**src/rtl/sequence_display_ctrl_if.sv**
```systemverilog
// Bus between the game control unit, the sequence memory and the playback sequencer.
// The master side drives the control and memory data; the slave is the sequencer.
interface sequence_display_ctrl_if #(
    parameter int unsigned ADDR_W = 4,
    parameter int unsigned DATA_W = 4
);
    logic              start;
    logic              abort;
    logic [ADDR_W-1:0] limite;
    logic [DATA_W-1:0] mem_data;
    logic [ADDR_W-1:0] addr;
    logic [DATA_W-1:0] leds;
    logic              busy;
    logic              done;
    logic [3:0]        db_estado;

    modport master (
        output start, abort, limite, mem_data,
        input  addr, leds, busy, done, db_estado
    );

    modport slave (
        input  start, abort, limite, mem_data,
        output addr, leds, busy, done, db_estado
    );
endinterface

```
**src/rtl/sequence_display_ctrl.sv**
```systemverilog
// Plays back the stored move sequence of the current round on the LEDs, one item at a
// time with a blank gap after each, then pulses done for the main game FSM.
module sequence_display_ctrl #(
    parameter int unsigned ADDR_W     = 4,
    parameter int unsigned DATA_W     = 4,
    parameter int unsigned ON_CYCLES  = 1000,
    parameter int unsigned OFF_CYCLES = 500
) (
    input logic                    clock,
    input logic                    reset,
    sequence_display_ctrl_if.slave bus
);
    localparam int unsigned MaxCycles = (ON_CYCLES > OFF_CYCLES) ? ON_CYCLES : OFF_CYCLES;
    localparam int unsigned TimerW    = (MaxCycles > 1) ? $clog2(MaxCycles) : 1;
    localparam logic [TimerW-1:0] OnLast  = TimerW'(ON_CYCLES - 1);
    localparam logic [TimerW-1:0] OffLast = TimerW'(OFF_CYCLES - 1);

    typedef enum logic [2:0] {
        StIdle = 3'd0,
        StLoad = 3'd1,
        StShow = 3'd2,
        StGap  = 3'd3,
        StNext = 3'd4,
        StDone = 3'd5
    } state_e;

    state_e             state_q, state_d;
    logic [ADDR_W-1:0]  addr_q, addr_d;
    logic [ADDR_W-1:0]  limit_q, limit_d;
    logic [TimerW-1:0]  timer_q, timer_d;

    always_ff @(posedge clock or posedge reset) begin
        if (reset) begin
            state_q <= StIdle;
            addr_q  <= '0;
            limit_q <= '0;
            timer_q <= '0;
        end else begin
            state_q <= state_d;
            addr_q  <= addr_d;
            limit_q <= limit_d;
            timer_q <= timer_d;
        end
    end

    // addr moves on the transition into LOAD/NEXT so the memory word is ready for SHOW.
    always_comb begin
        state_d = state_q;
        addr_d  = addr_q;
        limit_d = limit_q;
        timer_d = timer_q;
        if (bus.abort) begin
            state_d = StIdle;
            timer_d = '0;
        end else begin
            unique case (state_q)
                StIdle: begin
                    if (bus.start) begin
                        state_d = StLoad;
                        limit_d = bus.limite;
                        addr_d  = '0;
                        timer_d = '0;
                    end
                end
                StLoad: begin
                    state_d = StShow;
                    addr_d  = '0;
                    timer_d = '0;
                end
                StShow: begin
                    if (timer_q == OnLast) begin
                        timer_d = '0;
                        state_d = StGap;
                    end else begin
                        timer_d = timer_q + 1'b1;
                    end
                end
                StGap: begin
                    if (timer_q == OffLast) begin
                        timer_d = '0;
                        if (addr_q == limit_q) begin
                            state_d = StDone;
                        end else begin
                            state_d = StNext;
                            addr_d  = addr_q + 1'b1;
                        end
                    end else begin
                        timer_d = timer_q + 1'b1;
                    end
                end
                StNext:  state_d = StShow;
                StDone:  state_d = StIdle;
                default: begin
                    state_d = StIdle;
                    timer_d = '0;
                end
            endcase
        end
    end

    always_comb begin
        bus.addr      = addr_q;
        bus.leds      = '0;
        bus.busy      = (state_q != StIdle);
        bus.done      = 1'b0;
        bus.db_estado = 4'hF;
        unique case (state_q)
            StIdle:  bus.db_estado = 4'd0;
            StLoad:  bus.db_estado = 4'd1;
            StShow: begin
                bus.db_estado = 4'd2;
                bus.leds      = bus.mem_data;
            end
            StGap:   bus.db_estado = 4'd3;
            StNext:  bus.db_estado = 4'd4;
            StDone: begin
                bus.db_estado = 4'd5;
                bus.done      = 1'b1;
            end
            default: bus.db_estado = 4'hF;
        endcase
    end
endmodule

```
**src/flat_wrapper.sv**
```systemverilog
// flat-port wrapper written by rule: the top's interface ports become plain ports
module sequence_display_ctrl_flat 
#(
    parameter int unsigned ADDR_W     = 4,
    parameter int unsigned DATA_W     = 4,
    parameter int unsigned ON_CYCLES  = 1000,
    parameter int unsigned OFF_CYCLES = 500
)
  (clock, reset, bus_start, bus_abort, bus_limite, bus_mem_data, bus_addr, bus_leds, bus_busy, bus_done, bus_db_estado);
  sequence_display_ctrl_if #(.ADDR_W(ADDR_W), .DATA_W(DATA_W)) bus_i ();
  input logic clock;
  input logic reset;
  input wire logic [$bits(bus_i.start)-1:0] bus_start;
  input wire logic [$bits(bus_i.abort)-1:0] bus_abort;
  input wire logic [$bits(bus_i.limite)-1:0] bus_limite;
  input wire logic [$bits(bus_i.mem_data)-1:0] bus_mem_data;
  output wire logic [$bits(bus_i.addr)-1:0] bus_addr;
  output wire logic [$bits(bus_i.leds)-1:0] bus_leds;
  output wire logic [$bits(bus_i.busy)-1:0] bus_busy;
  output wire logic [$bits(bus_i.done)-1:0] bus_done;
  output wire logic [$bits(bus_i.db_estado)-1:0] bus_db_estado;
  assign bus_i.start = bus_start;
  assign bus_i.abort = bus_abort;
  assign bus_i.limite = bus_limite;
  assign bus_i.mem_data = bus_mem_data;
  assign bus_addr = bus_i.addr;
  assign bus_leds = bus_i.leds;
  assign bus_busy = bus_i.busy;
  assign bus_done = bus_i.done;
  assign bus_db_estado = bus_i.db_estado;
  sequence_display_ctrl #(.ADDR_W(ADDR_W), .DATA_W(DATA_W), .ON_CYCLES(ON_CYCLES), .OFF_CYCLES(OFF_CYCLES)) u_core (.clock(clock), .reset(reset), .bus(bus_i));
endmodule
```
**config.mk**
```make
export PLATFORM = sky130hd
export DESIGN_NAME = sequence_display_ctrl_flat
export DESIGN_NICKNAME = d
export VERILOG_FILES = /design/src/rtl/sequence_display_ctrl_if.sv /design/src/rtl/sequence_display_ctrl.sv /design/src/flat_wrapper.sv
export SDC_FILE = /design/constraint.sdc
export NUM_CORES = 1
export LEC_CHECK = 0
export ABC_AREA = 0
export CAP_MARGIN = 10
export CORE_MARGIN = 3
export CORE_UTILIZATION = 40
export CTS_BUF_LIST = sky130_fd_sc_hd__clkbuf_8
export CTS_CLUSTER_DIAMETER = 40
export CTS_CLUSTER_SIZE = 40
export DETAILED_ROUTE_END_ITERATION = 8
export GPL_TIMING_DRIVEN = 0
export MAX_ROUTING_LAYER = met4
export PLACE_DENSITY = 0.63
export SYNTH_ARGS = -nofsm -noshare
export SYNTH_HDL_FRONTEND = slang
export SYNTH_SLANG_ARGS = --single-unit
export TNS_END_PERCENT = 20
```
**constraint.sdc**
```tcl
create_clock -name clock -period 2.23 [get_ports clock]
set_input_delay 0.223 -clock clock [delete_from_list [all_inputs] [get_ports clock]]
set_output_delay 0.223 -clock clock [all_outputs]
set_load 0.005 [all_outputs]
```
==> run_results.csv, run 1 <==
group,metric,value,unit
logic_synthesis,synth.yosys.seq_area_share,0.383,
final_layout,antennaDiodeCount,0,
clock_tree,clockBufferDepth,2,
timing,finalSetupViolCount,0,
die,die_area,4170,sq um
die,die_width,64.6,microns
placement,placed_wire_length_estimate_after_detailed_placement,2420,microns
grt,grt_pass1_vias,1187,
worst_setup_path,timing.critical_path.to_type,"primary output",
final_layout,number_of_fill_cells_in_the_layout,306,
timing,max_freq,499,MHz
worst_setup_path,critical_path_peak_fanout,10,
logic_synthesis,ys_dominant_reg_cell,"dfrtp_1",
logic_synthesis,synth-async-reset-ratio,1.00,
grt,grt_overflow_total,0,
clock_tree,cts.reportedPaths.clkPinSlew,0.08,ns
hold_path,worstHoldPathType,"in -> async",
route,finalWirelength,3140,microns
die,core_region_area,3150,sq um
route,avgRoutedWirePerCell,14.2,microns
worst_setup_path,setup.worst_path.class,"reg -> out",
placement,dp.cells,217,
die,initial_utilization,0.436,
clock_tree,number_of_buffers_added_by_the_clock_tree_synthesis_step,3,
timing,finalSetupTns,0,ns
final_layout,postLayoutCellArea,1730,sq um
die,number_of_core_rows,20,
route,detail_route.iter0.violations,116,
pwr,share_seq_of_total_power,0.422,
timing,grt_setup_unrepaired,"no",
route,via_count,1252,
timing,layout_setup_ws,0.228,ns
route,drc,0,
final_layout,nets,192,
logic_synthesis,syn_area_per_cell,9.28,sq um
logic_synthesis,post_synth_instance_area,1370,sq um
grt,grt_max_degree,22,
final_layout,multi_input_area,761,sq um
logic_synthesis,synthDominantAreaCellType,"dfrtp_1",
logic_synthesis,netlist_instances,148,
placement,dpl_cell_area,1680,sq um
final_layout,proportion_of_layout_cells_with_a_drive_suffix_above_1,0.136,
die,die_h,64.6,microns
clock_tree,tritoncts,"done",
placement,pre_cts_slack,0.522,ns
timing,timing.final.max_slew_violations,0,
flow_run,maxCapViolCount,0,
worst_setup_path,cp_data_required_time,2.01,ns
logic_synthesis,synth_edf_count,0,
clock_tree,clock-sinks,21,
pwr,swShare,0.327,
logic_synthesis,synthesis.yosys.warnings,0,
logic_synthesis,yosysTopAreaCellShare,0.383,
clock_tree,post_cts.resized_instances,0,
grt,first_pass_grt_wire_length,5660,microns
timing,finalCriticalPeriod,2.00,ns
grt,global_route.usage.total,0.172,
pwr,pwr-share-clk,0.225,
placement,port_buffers,25,
grt,antenna_found_initial,0,
worst_setup_path,setup.worst_path.start_class,"register",
logic_synthesis,netlist-cell-type-count,50,
timing,post-route-period-util,0.898,
route,drtAntennaViolNets,0,
timing,slew_headroom,0.479,
timing,timing.clock.skew,0.00117,ns
logic_synthesis,yosysMostFrequentCell,"dfrtp_1",
timing,hold_viol,0,
route,post_drt_via_cell_ratio,5.67,
status,run_status,"finished clean",
placement,routabilityCongestion,0.850,
logic_synthesis,mappedNetlistNets,162,
pwr,internal-power,0.780,mW
clock_tree,clock_latency,0.26,ns
final_layout,syn_to_final_growth,25.8,%
clock_tree,cts_htree_levels,1,
timing,worstMarginPinSlew,0.781,ns
final_layout,layoutNonFillerInstCount,221,
pwr,power_switching,0.378,mW
final_layout,seqCellArea,526,sq um
clock_tree,post_cts_setup_inserts,0,
worst_setup_path,timing.critical_path.arrival,1.78,ns
logic_synthesis,ys_seq_elements,21,
pwr,power.combinational.fraction,0.352,
clock_tree,cts_hold_buffers,0,
worst_setup_path,regToRegSetupSlack,0.53,ns
pwr,power_density,670,nW/um^2
logic_synthesis,leading_post_synthesis_cells_by_instance_count,"dfrtp_1 (21), nand2_1 (14), nand3_1 (10), nor2_1 (9), a31oi_1 (8)",
clock_tree,cts-root-buf,"clkbuf_8",
pwr,vdd_ir_drop_max,0.380,mV
pwr,leakagePower,0.697,nW
route,drt_first_pass_iters,4,
logic_synthesis,synth.top_cells.by_area,"dfrtp_1 (38%), nand2_1 (3.8%), a31oi_1 (3.6%), nand3_1 (3.6%), mux2_2 (3.3%)",
die,top_level_ports,26,
through the flow:
step / hold slack, ns / util / total power, mW
detailed placement: 0.519 / 0.533 / 0.906
floorplan: 0.200 / - / 0.752
global placement: 0.512 / 0.533 / 0.895
finish: 0.398 / 0.548 / 1.16
global route: 0.495 / 0.548 / 1.24
CTS: 0.442 / 0.548 / 1.16
power groups by stage:
stage          sequential [mW]  combinational (mW)  clock (mW)
2_1_floorplan            0.483               0.269           0
3_3_place_gp             0.494               0.401           0
3_5_place_dp             0.497               0.409           0
4_1_cts                  0.489               0.411       0.263
5_1_grt                  0.498               0.459       0.282
6_report                 0.489               0.408       0.261
worst paths after layout:
| kind | startpoint | endpoint | depth (start not counted) |
|---|---|---|---|
| hold reg to reg | u_core.limit_q[0] | u_core.limit_q[0] | 1 |
| min in group clock | u_core.limit_q[0] | u_core.limit_q[0] | 1 |
| setup / recovery | u_core.state_q[1] | bus_db_estado[0] | 4 |
| hold / removal | reset | u_core.limit_q[2] | 2 |
| max in group asynchronous | reset | u_core.state_q[2] | 2 |
| setup reg to reg | u_core.timer_q[0] | u_core.bus.addr[0] | 6 |
critical path: stages (launching register included):
cell and delay (ns):
dfrtp_1 0.43, buf_2 0.20, and2_1 0.18, or2_2 0.26
clkdlybuf4s50_1 0.44
kinds of logic (layout without fill, tap and decap cells):
kind of cell             after synthesis  in the layout  share of synthesized area
flip-flops                            21             21                      0.383
buffers and inverters                 15             44                     0.0637
multiplexers                           5              5                     0.0401
adder cells (fa/ha/maj)                2              2                     0.0182
AO/OA/AOI/OAI                         33             33                      0.178
AND/OR/NAND/NOR                       66             66                      0.280
XOR/XNOR                               6              6                     0.0383
registers in the layout (all words and copies together), names as in the netlist:
register / cells
u_core.bus.addr: 4
u_core.limit_q: 4
u_core.state_q: 3
u_core.timer_q: 10
placed cells by master, fill, tap and decap left out, types with 2 or more instances in the layout:
cell type         n
a311oi_1          2
a31oi_1           8
a32o_1            2
and2_1            6
and3_1            2
and4bb_1          2
buf_2             4
buf_6             3
clkbuf_1          2
clkbuf_8          3
clkdlybuf4s50_1  25
dfrtp_1          21
ha_1              2
inv_1             4
mux2_2            4
nand2_1          14
nand2b_1          2
nand3_1          10
nand4_1           4
nor2_1            9
nor2b_1           2
nor3_1            3
nor3b_1           2
o211ai_1          2
o211ai_2          2
o21ai_0           4
o21ai_1           2
o22ai_1           2
xnor2_1           5
layer usage:
layer,track usage,wire [microns],vias up
li1,-,-,603
met1,0.244,1530,602
met2,0.253,1390,41
met3,0.0312,183,6
met4,0.0449,37,0
met5,-,0,-
layout make-up:
class                           instances  share of cell area
Inverter                                5              0.0109
Multi-Input combinational cell        112               0.440
Timing Repair Buffer                   25               0.145
Tap cell                               44              0.0319
Sequential cell                        21               0.304
Clock buffer                            3              0.0239
Buffer                                 10              0.0398
Clock inverter                          1             0.00434
Note: power is estimated with default switching activity, not from simulation.
==> run 2, diff against run 1 <==
--- a/config.mk
+++ b/config.mk
@@ -19,4 +19,3 @@
 export SYNTH_ARGS = -nofsm -noshare
 export SYNTH_HDL_FRONTEND = slang
 export SYNTH_SLANG_ARGS = --single-unit
-export TNS_END_PERCENT = 20
==> results of run 2 <==
Final layout, timing and power as in run 1 (identical DEF).
